==> src/rtl/button_event_arbiter.sv <==
// Round-robin serialiser for debounced button press pulses.
// One pending event per channel, valid/ready output, saturating drop counter.
module button_event_arbiter #(
    parameter int NCH   = 4,
    parameter int ID_W  = 2,
    parameter int CNT_W = 4
) (
    input  logic             clk,
    input  logic             reset,
    input  logic [NCH-1:0]   press_in,
    output logic             evt_valid,
    output logic [ID_W-1:0]  evt_id,
    input  logic             evt_ready,
    output logic [NCH-1:0]   pending,
    output logic [CNT_W-1:0] drop_cnt,
    input  logic             clear_drop
);

    localparam logic [CNT_W-1:0] CNT_MAX = {CNT_W{1'b1}};

    logic [ID_W-1:0] rr_last;
    logic [ID_W-1:0] win;
    logic            found;
    logic            free;
    logic            grant;
    logic [NCH-1:0]  win_oh;
    logic [NCH-1:0]  drop;
    logic [NCH-1:0]  pending_nxt;
    logic            any_drop;

    assign free  = ~evt_valid | evt_ready;
    assign grant = free & (|pending);

    // Search starts just after the last winner, so it has lowest priority.
    always_comb begin
        found = 1'b0;
        win   = '0;
        for (int k = 1; k <= NCH; k++) begin
            if (!found && pending[(int'(rr_last) + k) % NCH]) begin
                found = 1'b1;
                win   = ID_W'((int'(rr_last) + k) % NCH);
            end
        end
    end

    // A press arriving on the granted channel becomes its next event.
    always_comb begin
        win_oh      = '0;
        drop        = '0;
        pending_nxt = '0;
        for (int i = 0; i < NCH; i++) begin
            win_oh[i]      = grant && (win == ID_W'(i));
            drop[i]        = press_in[i] & pending[i] & ~win_oh[i];
            pending_nxt[i] = press_in[i] | (pending[i] & ~win_oh[i]);
        end
    end

    assign any_drop = |drop;

    always_ff @(posedge clk or negedge reset) begin
        if (!reset) begin
            pending   <= '0;
            evt_valid <= 1'b0;
            evt_id    <= '0;
            rr_last   <= ID_W'(NCH - 1);
            drop_cnt  <= '0;
        end else begin
            pending <= pending_nxt;
            if (free) begin
                if (grant) begin
                    evt_valid <= 1'b1;
                    evt_id    <= win;
                    rr_last   <= win;
                end else begin
                    evt_valid <= 1'b0;
                end
            end
            if (clear_drop) begin
                drop_cnt <= any_drop ? CNT_W'(1) : '0;
            end else if (any_drop && drop_cnt != CNT_MAX) begin
                drop_cnt <= drop_cnt + CNT_W'(1);
            end
        end
    end

endmodule

==> config.mk <==
export PLATFORM = sky130hd
export DESIGN_NAME = button_event_arbiter
export DESIGN_NICKNAME = d
export VERILOG_FILES = /design/src/rtl/button_event_arbiter.sv
export SDC_FILE = /design/constraint.sdc
export NUM_CORES = 1
export LEC_CHECK = 0
export CAP_MARGIN = 20
export CORE_MARGIN = 2
export CORE_UTILIZATION = 45
export CTS_BUF_LIST = sky130_fd_sc_hd__clkbuf_4 sky130_fd_sc_hd__clkbuf_8
export DETAILED_ROUTE_END_ITERATION = 7
export PLACE_DENSITY = 0.74
export SKIP_CTS_REPAIR_TIMING = 1
export SLEW_MARGIN = 20
export SYNTH_ARGS = -nofsm -noshare
export SYNTH_HDL_FRONTEND = slang
export SYNTH_SLANG_ARGS = --single-unit
==> constraint.sdc <==
create_clock -name clk -period 2.3 [get_ports clk]
set_clock_uncertainty 0.2 [all_clocks]
set_input_delay 0.23 -clock clk [delete_from_list [all_inputs] [get_ports clk]]
set_output_delay 0.23 -clock clk [all_outputs]
set_load 0.01 [all_outputs]
---- Yosys cells after proc, flatten, opt, wreduce, memory -nomap -nowiden ----
Index checks and enable logic that the tools add are counted.
operators by class
  add/subtract/negate cells ............... 5
  multiply operators ...................... 0
  div/mod/pow operators ................... 0
  order comparisons ....................... 4
  equality and inequality tests ........... 4
  shift operators ......................... 0
  multiplexer cells ....................... 23
  bitwise gates (word level) .............. 27
  reductions and logical operators ........ 20
operators with widths
  kind                 number
  $lt 3x4->1 const B   4
  $and 1x1->1          13
  $mux 1               13
  $bmux 1 s2           4
  $logic_and 1x1->1    8
  $mux 2               4
  $mux 4               2
  $reduce_or 2->1      4
  $reduce_or 4->1      2
  $not 1->1            5
  $or 1x1->1           5
  $add 2x1->2 const B  2
  $add 2x2->2 const B  2
  $add 4x1->4 const B  1
  $and 1x1->1 const A  4
  $eq 2x2->1 const B   2
  $ne 4x4->1 const B   1
  $logic_not 1->1      3
  $eq 2x1->1 const B   1
  $logic_not 2->1      1
  $reduce_and 2->1     1
  $reduce_bool 2->1    1
storage, ports and cells
  flip-flop bits (word level) ............. 13
  latch bits .............................. 0
  memory bits (writable) .................. 0
  memory bits (read-only) ................. 0
  input port bits ......................... 8
  output and inout bits ................... 11
  word-level logic and storage cells ...... 88
  memories kept ........................... 0

---- Depth between registers and ports, before layout ----
  depth in word-level cells ............... 24
  mapped depth ............................ 9
  mapped depth without buffers ............ 7

---- Least setup slack after synthesis ----
No wires, ideal clock.
  path kind ............................... register to register
  start point ............................. register rr_last[1]
  end point ............................... register drop_cnt[0]
  setup time .............................. 96 ps
  data arrival time ....................... 2026 ps
  data required time ...................... 2004 ps
  slack ................................... -22 ps
  stages on the path, launching flop included .. 9
  buffers on the path ..................... 1
  period minus slack after synthesis ...... 2322 ps
  path through ............................ dfstp_2 -> buf_6 -> mux2i_1 -> o22a_2 -> o21a_2 -> a21oi_1 -> or4_4 -> and2_4 -> o32ai_2
between the ends
  longest elaborated chain between the ends .. 21
  elaborated cells between the ends (all ways) .. 50
  classes of those cells .................. add/sub (4); eq/ne (3); mux (21); bitwise (8); reduce/logical (14)
RTL lines
  item                                         line    text
  start: declaration                           21      logic [ID_W-1:0] rr_last;
  start signal: assignment                     65      rr_last <= ID_W'(NCH - 1);
  start signal: assignment                     73      rr_last <= win;
  $add 2x1->2                                  39, 41
  $bmux 1 s2                                   39      if (!found && pending[(int'(rr_last) + k) % NCH]) begin
  $mux 1 (not written as such) (2 in a row)    39
  $mux 1                                       39
  $logic_not 1->1                              39
  $logic_and 1x1->1                            39
  $mux 1                                       39
  $logic_not 1->1                              39
  (+4 left out)                                n/a
  $mux 2 (*)                                   39
  $eq 2x1->1, or another cell as far along     52      win_oh[i] = grant && (win == ID_W'(i));
  $logic_and 1x1->1                            52
  $not 1->1                                    53      drop[i] = press_in[i] & pending[i] & ~win_oh[i];
  $and 1x1->1                                  53
  $reduce_or 4->1 (*)                          58      assign any_drop = |drop;
  $mux 1 or $logic_and 1x1->1 (tied branches)  79, 80
  $mux 4 or $reduce_bool 2->1 (tied branches)  n/a
  end signal: assignment                       79      drop_cnt <= any_drop ? CNT_W'(1) : '0;
  end signal: assignment                       81      drop_cnt <= drop_cnt + CNT_W'(1);
  end: declaration                             15      output logic [CNT_W-1:0] drop_cnt,
Every way passes the cells marked *; elsewhere a longest branch is shown, timed or not. The select of a mux whose other input is x is not followed.
A chain may end at the register's enable or synchronous reset.

---- Worst setup path after layout ----
Same ends and word-level chain as after synthesis.

==> reports/qor.yml <==
path_clk_slew_ps: 80
slew_violations: 0
place_hpwl_um: 1310
cap_violations: 0
cp-start-kind: "flip-flop"
fillers: 122
ys_seq_elements: 13
synth.distinct_cells: 34
fin_util_pct: 67.3
maxSlewHeadroom_pct: 60.3
ys_warn_count: 0
synthArstFlopShare_pct: 100
mappedNetlistArea_um2: 758
die_area_um2: 2030
drt-vias-per-instance: 5.56
final_cells: 120
final_nets: 114
setup_ws_ps: -130
power.total_mw: 1.34
dp.cells: 115
swShare_pct: 38.8
clock_path_buffers: 2
yosysTopAreaCell: "dfrtp_1"
critical_path_class: "flip-flop to flip-flop"
drtIter0Drc: 15
finalWeightedCongestion: 0.776
grt_pass1_wl_um: 2770
synth.most_common_cell: "dfrtp_1"
synthTopCellsByCount: "11 x dfrtp_1, 10 x a21oi_1, 6 x inv_1, 6 x nand2_1, 5 x a21o_1"
wl_per_cell_um: 14.0
syn_nets: 84
pwr-share-seq_pct: 31.3
finalCritPeriodShare_pct: 106
grt_pass1_vias: 629
synth_edf_count: 0
drc: 0
ant_nets: 0
seq_area_um2: 328
initial_core_util_pct: 49.2
finalSetupViolCount: 3
clk_latency_ps: 280
area_growth_pct: 36.8
synth_area_leaders: "dfrtp_1 36%, dfstp_2 6.9%, a21oi_1 6.6%, a21o_1 5.0%, nand2b_1 3.3%"
syn_area_per_cell_um2: 10.1
multiInputGateArea_um2: 389
status: "complete, but fails checks"
pin_count: 19
cts_made_buffers: 3
crit_path_end_kind: "flip-flop"
n_antenna_cell: 0
rsz0062_at_grt: "true"
p_leak_nw: 0.465
synth.top_cell.area_share_pct: 36.3
die_width_um: 45.1
yosysSeqAreaShare_pct: 43.2
internal_power_uw: 822
rows: 14
arrival_ps: 2410
p_per_area_nw_per_um2: 1300
gr-usage-all-layers_pct: 19.4
clk_root_buffer_cell: "clkbuf_4"
synth-main-ff-cell: "dfrtp_1"
violations: "negative setup slack"
peakVddDrop_mv: 0.663
die_y_um: 45.1
clkPwrFrac_pct: 11.4
core_area_um2: 1540
drtPass1Iterations: 4
min_period_ps: 2430
hold_class: "primary input to asynchronous set/reset pin"
cts_tree: "yes"
path_max_fanout: 7
h-tree-depth: 1
drive_above_1_share_pct: 29.8
totalWireLength_um: 1690
hold_viol_final: 0
combPwrFrac_pct: 57.3
route.vias.total: 667
grt_antenna_before_repair: 0
grt_start_max_net_pins: 14
port_buffers: 18
critPathRequiredTime_ps: 2280
fmaxAchievable_mhz: 411
clock_sinks: 13
syn_inst: 75
grt_overflow: 0
worst_pin_slew_ps: 594
switchingPower_uw: 522
==> worst max-delay path, stage by stage, from the launching register on <==
cell and delay [ps]:
dfstp_2 600, mux2i_1 200, o22a_2 160, o21a_2 160
a21oi_1 80, or4_4 550, and2_4 160, o32ai_2 220
==> layout by cell type (no fill, tap or decap), types with 2 or more instances in the layout <==
cell type and instances:
a21o_1 5, a21oi_1 10, buf_4 9, clkbuf_4 4, clkdlybuf4s50_1 18, dfrtp_1 11, dfstp_2 2, inv_1 6
mux2i_1 2, nand2_1 6, nand2b_1 4, nand3_1 2, nor4_1 2, or2_2 2
==> registers in the layout (all words and copies together), names as in the netlist <==
| register | flops |
|---|---|
| evt_valid | 1 |
| drop_cnt | 4 |
| evt_id | 2 |
| pending | 4 |
| rr_last | 2 |
==> power groups by stage <==
stage / sequential, mW / clock [mW] / combinational [mW]
finish: 0.420 / 0.154 / 0.770
detailed placement: 0.425 / 0 / 0.752
CTS: 0.419 / 0.159 / 0.758
global placement: 0.419 / 0 / 0.732
floorplan: 0.443 / 0 / 0.428
global route: 0.433 / 0.169 / 0.831
==> worst paths after layout <==
| check | start | endpoint | slack [ps] | cells after the start |
|---|---|---|---|---|
| max | rr_last[1] | drop_cnt[0] | -130 | 7 |
| min | reset | evt_valid | 120 | 1 |
| max reg2reg | rr_last[1] | drop_cnt[0] | -130 | 7 |
| min reg2reg | evt_id[1] | evt_id[1] | 280 | 1 |
| max in group asynchronous | reset | drop_cnt[1] | 1390 | 1 |
| min in group clk | evt_id[1] | evt_id[1] | 280 | 1 |
==> through the flow <==
step / setup WS (ps) / setup TNS [ps] / hold WS, ps / cell area, µm²
final: -130 / -258 / 125 / 1040
after global routing: -188 / -553 / 182 / 1040
after CTS: -124 / -249 / 140 / 1030
after detailed placement: -124 / -247 / 269 / 1000
after global placement: -50.1 / -98.1 / 268 / 1000
after floorplan: -6.88 / -6.88 / -266 / 758
==> final cells by class <==
type	instances	area share (%)
multi-input cells	54	37.5
inverters	6	2.17
flip-flops and latches	13	31.6
well taps	16	1.93
repair buffers	27	23.9
clock buffers	4	2.90
==> layer usage <==
layer | global-route usage, % | routed length [µm]
met1 | 26.0 | 768
met2 | 30.3 | 805
met3 | 4.80 | 78
met4 | 7.06 | 33
met5 | 0 | 0
==> cells by family (layout without fill, tap and decap cells) <==
logic type,after synthesis,in the layout,share of synthesized area [%]
fa+ha+maj,1,1,1.65
mux,2,2,2.64
simple gates,27,27,22.8
buf+inv,8,37,5.45
compound gates,24,24,24.3
flops,13,13,43.2
No activity file was read; power rests on OpenSTA's default activity.
